$ cat config.mk
export PLATFORM = sky130hd
export DESIGN_NAME = pipeline_hazard_ctrl
export DESIGN_NICKNAME = d
export VERILOG_FILES = /design/src/rtl/pipeline_hazard_ctrl_pkg.sv /design/src/rtl/pipeline_hazard_ctrl_sat_counter.sv /design/src/rtl/pipeline_hazard_ctrl.sv
export SDC_FILE = /design/constraint.sdc
export NUM_CORES = 1
export LEC_CHECK = 0
export ABC_AREA = 1
export BUFFER_PORTS_ARGS = -buffer_cell sky130_fd_sc_hd__buf_4
export CAP_MARGIN = 20
export CORE_ASPECT_RATIO = 1.5
export CORE_UTILIZATION = 50
export DETAILED_ROUTE_END_ITERATION = 8
export PLACE_DENSITY = 0.75
export SLEW_MARGIN = 20
export SYNTH_ARGS = -nofsm -noshare
export SYNTH_HDL_FRONTEND = slang
export SYNTH_SLANG_ARGS = --single-unit
export TNS_END_PERCENT = 5
$ cat constraint.sdc
create_clock -name clk -period 2.32 [get_ports clk]
set_input_delay 0.232 -clock clk [delete_from_list [all_inputs] [get_ports clk]]
set_output_delay 0.232 -clock clk [all_outputs]
set_load 0.005 [all_outputs]
$ cat src/rtl/pipeline_hazard_ctrl_pkg.sv
// Shared definitions for the pipeline stall/flush sequencer: FSM encodings,
// the per-stage control bundle and the exception vector used by the PC mux.
package pipeline_hazard_ctrl_pkg;

  typedef enum logic [1:0] {
    ST_RUN     = 2'd0,
    ST_FREEZE  = 2'd1,
    ST_RECOVER = 2'd2
  } state_t;

  localparam logic [31:0] EXC_VECTOR = 32'h0000_0080;

  // Bit order matches the top-level port order, MSB first.
  typedef struct packed {
    logic pc_write;
    logic pc_sel_handler;
    logic if_id_write;
    logic if_id_flush;
    logic id_ex_write;
    logic id_ex_flush;
    logic ex_mem_write;
    logic ex_mem_flush;
  } stage_ctrl_t;

  localparam stage_ctrl_t CTRL_IDLE = '0;
  localparam stage_ctrl_t CTRL_FLOW = '{
    pc_write: 1'b1, pc_sel_handler: 1'b0,
    if_id_write: 1'b1, if_id_flush: 1'b0,
    id_ex_write: 1'b1, id_ex_flush: 1'b0,
    ex_mem_write: 1'b1, ex_mem_flush: 1'b0
  };

  function automatic logic any_flush(input stage_ctrl_t c);
    return c.if_id_flush | c.id_ex_flush | c.ex_mem_flush;
  endfunction

endpackage

$ cat src/rtl/pipeline_hazard_ctrl_sat_counter.sv
// Saturating up-counter used for the stall/flush performance counters.
// Holds at all-ones instead of wrapping.
module sat_counter #(
  parameter int W = 32
) (
  input  logic         clk,
  input  logic         reset,
  input  logic         inc,
  output logic [W-1:0] q
);

  logic [W-1:0] r_q;

  always_ff @(posedge clk or posedge reset) begin
    if (reset) begin
      r_q <= '0;
    end else if (inc && (r_q != '1)) begin
      r_q <= r_q + W'(1);
    end
  end

  assign q = r_q;

endmodule

$ cat src/rtl/pipeline_hazard_ctrl.sv
// Central stall/flush sequencer for the 5-stage pipeline: merges hazard
// sources into per-stage write/flush controls and bounds memory freezes.
module pipeline_hazard_ctrl
  import pipeline_hazard_ctrl_pkg::*;
#(
  parameter int TIMEOUT_CYCLES = 16,
  parameter int TMO_W          = 5,
  parameter int CNT_W          = 32
) (
  input  logic             clk,
  input  logic             reset,
  input  logic             i_LW_Stall,
  input  logic             i_Jump_ID,
  input  logic             i_Branch_EX_Taken,
  input  logic             i_Mem_Busy,
  output logic             o_PC_Write,
  output logic             o_PC_Sel_Handler,
  output logic             o_IF_ID_Write,
  output logic             o_IF_ID_Flush,
  output logic             o_ID_EX_Write,
  output logic             o_ID_EX_Flush,
  output logic             o_EX_MEM_Write,
  output logic             o_EX_MEM_Flush,
  output logic             o_Timeout,
  output logic [CNT_W-1:0] o_Stall_Cnt,
  output logic [CNT_W-1:0] o_Flush_Cnt
);

  state_t           r_state;
  state_t           w_state_next;
  logic [TMO_W-1:0] r_freeze_cnt;
  logic [TMO_W-1:0] w_freeze_cnt_next;
  logic             r_timeout;
  logic             w_timeout_next;
  stage_ctrl_t      w_ctrl;
  stage_ctrl_t      w_ctrl_out;
  logic             w_stall_inc;
  logic             w_flush_inc;

  always_ff @(posedge clk or posedge reset) begin
    if (reset) begin
      r_state      <= ST_RUN;
      r_freeze_cnt <= '0;
      r_timeout    <= 1'b0;
    end else begin
      r_state      <= w_state_next;
      r_freeze_cnt <= w_freeze_cnt_next;
      r_timeout    <= w_timeout_next;
    end
  end

  always_comb begin
    w_ctrl            = CTRL_IDLE;
    w_state_next      = r_state;
    w_freeze_cnt_next = r_freeze_cnt;
    w_timeout_next    = 1'b0;
    unique case (r_state)
      ST_RUN: begin
        if (i_Mem_Busy) begin
          w_state_next      = ST_FREEZE;
          w_freeze_cnt_next = TMO_W'(1);
        end else if (i_Branch_EX_Taken) begin
          // Load-use and jump in younger stages are on the wrong path.
          w_ctrl             = CTRL_FLOW;
          w_ctrl.if_id_flush = 1'b1;
          w_ctrl.id_ex_flush = 1'b1;
        end else if (i_LW_Stall) begin
          w_ctrl             = CTRL_FLOW;
          w_ctrl.pc_write    = 1'b0;
          w_ctrl.if_id_write = 1'b0;
          w_ctrl.id_ex_flush = 1'b1;
        end else if (i_Jump_ID) begin
          w_ctrl             = CTRL_FLOW;
          w_ctrl.if_id_flush = 1'b1;
        end else begin
          w_ctrl = CTRL_FLOW;
        end
      end
      ST_FREEZE: begin
        // Exit cycle stays frozen; held stage inputs are re-evaluated in RUN.
        if (!i_Mem_Busy) begin
          w_state_next      = ST_RUN;
          w_freeze_cnt_next = '0;
        end else if (r_freeze_cnt == TMO_W'(TIMEOUT_CYCLES)) begin
          w_state_next      = ST_RECOVER;
          w_freeze_cnt_next = '0;
          w_timeout_next    = 1'b1;
        end else begin
          w_freeze_cnt_next = r_freeze_cnt + TMO_W'(1);
        end
      end
      ST_RECOVER: begin
        w_ctrl                = CTRL_FLOW;
        w_ctrl.pc_sel_handler = 1'b1;
        w_ctrl.if_id_flush    = 1'b1;
        w_ctrl.id_ex_flush    = 1'b1;
        w_ctrl.ex_mem_flush   = 1'b1;
        w_state_next          = ST_RUN;
      end
      default: begin
        w_state_next      = ST_RUN;
        w_freeze_cnt_next = '0;
      end
    endcase
  end

  assign w_ctrl_out = reset ? CTRL_IDLE : w_ctrl;

  assign o_PC_Write       = w_ctrl_out.pc_write;
  assign o_PC_Sel_Handler = w_ctrl_out.pc_sel_handler;
  assign o_IF_ID_Write    = w_ctrl_out.if_id_write;
  assign o_IF_ID_Flush    = w_ctrl_out.if_id_flush;
  assign o_ID_EX_Write    = w_ctrl_out.id_ex_write;
  assign o_ID_EX_Flush    = w_ctrl_out.id_ex_flush;
  assign o_EX_MEM_Write   = w_ctrl_out.ex_mem_write;
  assign o_EX_MEM_Flush   = w_ctrl_out.ex_mem_flush;
  assign o_Timeout        = r_timeout;

  assign w_stall_inc = !w_ctrl_out.pc_write &&
                       ((r_state == ST_RUN) || (r_state == ST_FREEZE));
  assign w_flush_inc = any_flush(w_ctrl_out);

  sat_counter #(.W(CNT_W)) u_stall_cnt (
    .clk   (clk),
    .reset (reset),
    .inc   (w_stall_inc),
    .q     (o_Stall_Cnt)
  );

  sat_counter #(.W(CNT_W)) u_flush_cnt (
    .clk   (clk),
    .reset (reset),
    .inc   (w_flush_inc),
    .q     (o_Flush_Cnt)
  );

endmodule
==> results.yml, run 1 <==
status:
  status: "finished, final reports clean"
critical_path:
  cp-end-kind: "flop"
  crit_arrival_ns: 2.35
  cp-start-kind: "flop"
  worstSetupPathType: "flop to flop"
  crit_fanout: 29
  worst-endpoint-required_ns: 2.55
flow_run:
  maxCapViolCount: 0
sta:
  whs_ns: 0.206
  setup_violations: 0
  fmax_ghz: 0.471
  rsz0062_at_grt: "false"
  worst_pin_slew_ns: 0.931
  finalCriticalPeriod_ns: 2.13
  post-route-period-util: 0.916
  setup_tns_ns: 0
  hold_violations: 0
  skew_ns: 0.00572
  slew_headroom: 0.379
  maxSlewViolCount: 0
logic_synthesis:
  synth_flop_cell: "dfrtp_1"
  synth_cells: 726
  syn_nets: 736
  synth.yosys.seq_area_share: 0.382
  synth.most_common_cell: "nand2_1"
  synthDistinctLibCells: 21
  syn_avg_cell_area_sq_um: 6.49
  ys_async_sr_fraction: 1.00
  ys_ff_latch: 72
  synth_top_area_cell: "dfrtp_1"
  synthTopCellsByCount: "394 x nand2_1, 112 x nor2_1, 72 x dfrtp_1, 30 x nand3b_1, 25 x inv_1"
  synth_warnings: 0
  synth_top_cells_by_area: "dfrtp_1 38%, nand2_1 31%, nor2_1 8.9%"
  synth_top_area_share: 0.382
  synth_edf_count: 0
  syn_area_sq_um: 4710
finish:
  drive_above_1_share: 0.147
  fin_nets: 817
  seqCellArea_sq_um: 1800
  diodes: 0
  fillers: 869
  multi_input_area_sq_um: 2700
  syn_to_final_growth_pct: 21.3
pwr:
  power_frac_seq: 0.426
  p_total_mw: 3.51
  p_clk_frac: 0.419
  intPower_mw: 2.55
  ir_drop_mv: 0.517
  powerDensity_nw_per_um2: 614
  switching_power_uw: 958
  comb_power_share: 0.155
  switching_share: 0.273
  leakage_nw: 2.90
place:
  portBuffers: 78
  hpwl_um: 9630
  place_congestion: 0.964
floorplan:
  die-area_sq_um: 9820
  core-area_sq_um: 9200
  fp.dieW_um: 81.3
  initial_core_util: 0.512
  io_pins: 79
  rows: 43
  die_h_um: 121
detailed_routing:
  vias_per_cell: 5.16
  drc: 0
  drt_iter0_markers: 254
  drt-wirelength-per-cell_um: 14.0
  dr.pass1.iters: 4
  wl_um: 12900
  antenna_left: 0
  vias: 4769
global_route:
  overflow: 0
  antenna_found_initial: 0
  grt_pass1_vias: 4599
  grt_pass1_wl_um: 21000
  grt_usage: 0.282
  grt_max_degree: 73
hold_path:
  min-delay-path-class: "input port to flop"
clock_tree:
  cts.hold.buffers_added: 0
  clkSlewWorstSetupHoldPaths_ns: 0.06
  clkLatencyLatePin_ns: 0.33
  clk_path_buf_depth: 2
  cts_resized: 0
  clock-sinks: 72
  cts_tree: "done"
  htree_levels: 3
  cts_root_buffer: "clkbuf_16"
  cts_setup_buffers: 0
  cts_made_buffers: 9
-- area by class of cell --
| class | count | share of cell area |
|---|---|---|
| Clock inverter | 2 | 0.00613 |
| Multi-Input combinational cell | 610 | 0.472 |
| Sequential cell | 72 | 0.315 |
| Inverter | 30 | 0.0204 |
| Tap cell | 112 | 0.0245 |
| Clock buffer | 14 | 0.0497 |
| Timing Repair Buffer | 84 | 0.113 |
-- cells in the final DEF, fill, tap and decap left out, types with 8 or more instances in the layout --
| cell type | count |
|---|---|
| buf_4 | 83 |
| clkbuf_16 | 9 |
| dfrtp_1 | 72 |
| inv_1 | 24 |
| nand2_1 | 394 |
| nand3_1 | 8 |
| nand3b_1 | 30 |
| nor2_1 | 112 |
| o21ai_0 | 9 |
| xnor2_1 | 8 |
| xor2_1 | 23 |
-- stage by stage --
| step | instance area, sq um | util | worst slack (ns) | instances |
|---|---|---|---|---|
| 6_report | 5720 | 0.621 | 0.195 | 924 |
| 5_1_grt | 5720 | 0.621 | 0.00931 | 924 |
| 4_1_cts | 5720 | 0.621 | 0.176 | 924 |
| 3_5_place_dp | 5400 | 0.587 | 0.182 | 908 |
| 3_3_place_gp | 5400 | 0.587 | 0.219 | 908 |
| 2_1_floorplan | 4720 | - | 0.00121 | 726 |
-- critical path, stage by stage (launching register included) --
cell,delay (ns)
dfrtp_1,0.46
ha_1,0.35
inv_2,0.09
nor2_4,0.13
nand2_2,0.11
nor2_4,0.14
nand2_2,0.07
nand2_4,0.19
inv_2,0.26
nand2_1,0.14
nand2_1,0.06
-- cell families (layout without fill, tap and decap cells) --
| logic type | after synthesis | count (layout) | share of synthesized area |
|---|---|---|---|
| and+or+nand+nor | 562 | 562 | 0.490 |
| buffers and inverters | 44 | 130 | 0.0457 |
| xor gates and xnor gates | 31 | 31 | 0.0576 |
| adders and majority gates | 4 | 4 | 0.0106 |
| AOI/OAI and AO/OA | 13 | 13 | 0.0138 |
| DFF | 72 | 72 | 0.382 |
-- power by group through the flow --
| stage | sequential [mW] | clock [mW] | combinational (mW) |
|---|---|---|---|
| after detailed placement | 1.51 | 0 | 0.553 |
| after floorplan | 1.49 | 0 | 0.332 |
| after CTS | 1.49 | 1.51 | 0.553 |
| after global routing | 1.51 | 1.55 | 0.622 |
| after global placement | 1.51 | 0 | 0.541 |
| final | 1.49 | 1.47 | 0.543 |
-- flip-flops by register name, summed over array words and instances, names as in the netlist --
register and count:
u_flush_cnt.q 32, u_stall_cnt.q 32, r_freeze_cnt 5, r_state 2
o_Timeout 1
-- per-layer routing --
metal,GRT usage,share of wire,vias up
met3,0.0511,0.041,42
met2,0.508,0.53,130
met5,0,0,-
li1,-,-,2383
met4,0.180,0.051,0
met1,0.289,0.37,2214
-- worst paths after layout --
| check | startpoint | end | slack, ns | cells after the start |
|---|---|---|---|---|
| worst max-delay path | u_flush_cnt.q[0] | u_flush_cnt.q[19] | 0.19 | 10 |
| worst min-delay path | i_Mem_Busy | r_state[0] | 0.21 | 3 |
| worst max register to register | u_flush_cnt.q[0] | u_flush_cnt.q[19] | 0.19 | 10 |
| worst min register to register | r_freeze_cnt[4] | r_freeze_cnt[4] | 0.55 | 2 |
| max in group asynchronous | reset | u_stall_cnt.q[23] | 1.47 | 3 |
| min in group asynchronous | reset | r_freeze_cnt[0] | 0.26 | 3 |
Power figures use the tool's default switching activity.
==> run 2: changes to the inputs <==
MAX_ROUTING_LAYER = met4   (was default)
==> results.yml, run 2 (synthesis results as in run 1) <==
clock_tree:
  cts_tree: "done"
  cts_made_buffers: 9
  clock-sinks: 72
  cts_setup_buffers: 0
  clkLatencyLatePin_ns: 0.33
  clk_path_buf_depth: 2
  clkSlewWorstSetupHoldPaths_ns: 0.06
  cts_root_buffer: "clkbuf_16"
  cts.hold.buffers_added: 0
  cts_resized: 0
  htree_levels: 3
sta:
  whs_ns: 0.210
  fmax_ghz: 0.481
  maxSlewViolCount: 0
  rsz0062_at_grt: "false"
  skew_ns: 0.00627
  setup_tns_ns: 0
  worst_pin_slew_ns: 0.950
  slew_headroom: 0.367
  finalCriticalPeriod_ns: 2.08
  hold_violations: 0
  post-route-period-util: 0.896
  setup_violations: 0
critical_path:
  cp-start-kind: "flop"
  worst-endpoint-required_ns: 2.54
  cp-end-kind: "flop"
  crit_arrival_ns: 2.30
  crit_fanout: 29
  worstSetupPathType: "flop to flop"
pwr:
  ir_drop_mv: 0.402
  comb_power_share: 0.167
  intPower_mw: 2.36
  power_frac_seq: 0.449
  switching_power_uw: 966
  powerDensity_nw_per_um2: 588
  switching_share: 0.290
  p_clk_frac: 0.384
  leakage_nw: 2.87
global_route:
  grt_pass1_vias: 4541
  overflow: 0
  grt_max_degree: 73
  antenna_found_initial: 0
  grt_usage: 0.288
  grt_pass1_wl_um: 21000
place:
  hpwl_um: 9480
  portBuffers: 78
  place_congestion: 0.967
detailed_routing:
  wl_um: 12700
  drt_iter0_markers: 231
  antenna_left: 0
  drc: 0
  dr.pass1.iters: 4
  vias_per_cell: 5.10
  drt-wirelength-per-cell_um: 13.8
  vias: 4714
floorplan:
  core-area_sq_um: 9200
  die-area_sq_um: 9820
  die_h_um: 121
  rows: 43
  initial_core_util: 0.512
  io_pins: 79
  fp.dieW_um: 81.3
hold_path:
  min-delay-path-class: "input port to flop"
finish:
  fin_nets: 817
  mostFrequentLayoutCells: "394 x nand2_1, 112 x nor2_1, 84 x buf_4"
  fin_util: 0.615
  multi_input_area_sq_um: 2700
  syn_to_final_growth_pct: 20.0
  seqCellArea_sq_um: 1800
  final_common_cell: "nand2_1"
  diodes: 0
  drive_above_1_share: 0.145
  fillers: 875
status:
  status: "finished, final reports clean"
flow_run:
  maxCapViolCount: 0
run 2: worst max-delay path, stage by stage, from the launching register on:
cell and delay (ns):
dfrtp_1 0.48, ha_2 0.31, inv_2 0.07, nor2_4 0.12, nand2_2 0.10, nor2_4 0.14, nand2_2 0.08, nand2_4 0.20
inv_2 0.26, nand2_1 0.15, nand2_1 0.05
run 2: path summary, 6_finish.rpt:
kind                       slack (ns)  cells after the start           endpoint              from
max reg2reg                      0.24                     10  u_flush_cnt.q[22]  u_flush_cnt.q[0]
min reg2reg                      0.54                      2    r_freeze_cnt[3]   r_freeze_cnt[3]
max in group asynchronous        1.45                      3  u_flush_cnt.q[19]             reset
max                              0.24                     10  u_flush_cnt.q[22]  u_flush_cnt.q[0]
min                              0.21                      3         r_state[0]        i_Mem_Busy
min in group asynchronous        0.26                      3          o_Timeout             reset
run 2: final cells by class:
class                      instances  share of cell area
multi-input combinational        610               0.477
sequential                        72               0.319
timing repair buffer              84               0.112
clock buffer                      13              0.0443
tap                              112              0.0248
inverter                          30              0.0206
clock inverter                     3             0.00310
run 2: layer usage:
metal | up-vias | track usage | part of all wire
met5 | - | - | 0
met1 | 2167 | 0.305 | 0.40
met3 | 39 | 0.0436 | 0.034
met2 | 114 | 0.494 | 0.52
li1 | 2394 | - | -
met4 | 0 | 0.167 | 0.047
run 2: power by group through the flow:
stage	Sequential, mW	Clock (mW)	Combinational, mW
2_1_floorplan	1.49	0	0.332
3_3_place_gp	1.50	0	0.540
3_5_place_dp	1.51	0	0.557
4_1_cts	1.49	1.29	0.559
5_1_grt	1.51	1.34	0.641
6_report	1.49	1.28	0.556
run 2: per-stage QoR:
step	cell area, sq um	instances	total power [mW]	setup WS, ns
after floorplan	4720	726	1.82	0.00121
after global placement	5380	908	2.04	0.219
after detailed placement	5380	908	2.07	0.180
after CTS	5650	924	3.34	0.175
after global routing	5650	924	3.49	0.0527
final	5650	924	3.33	0.241
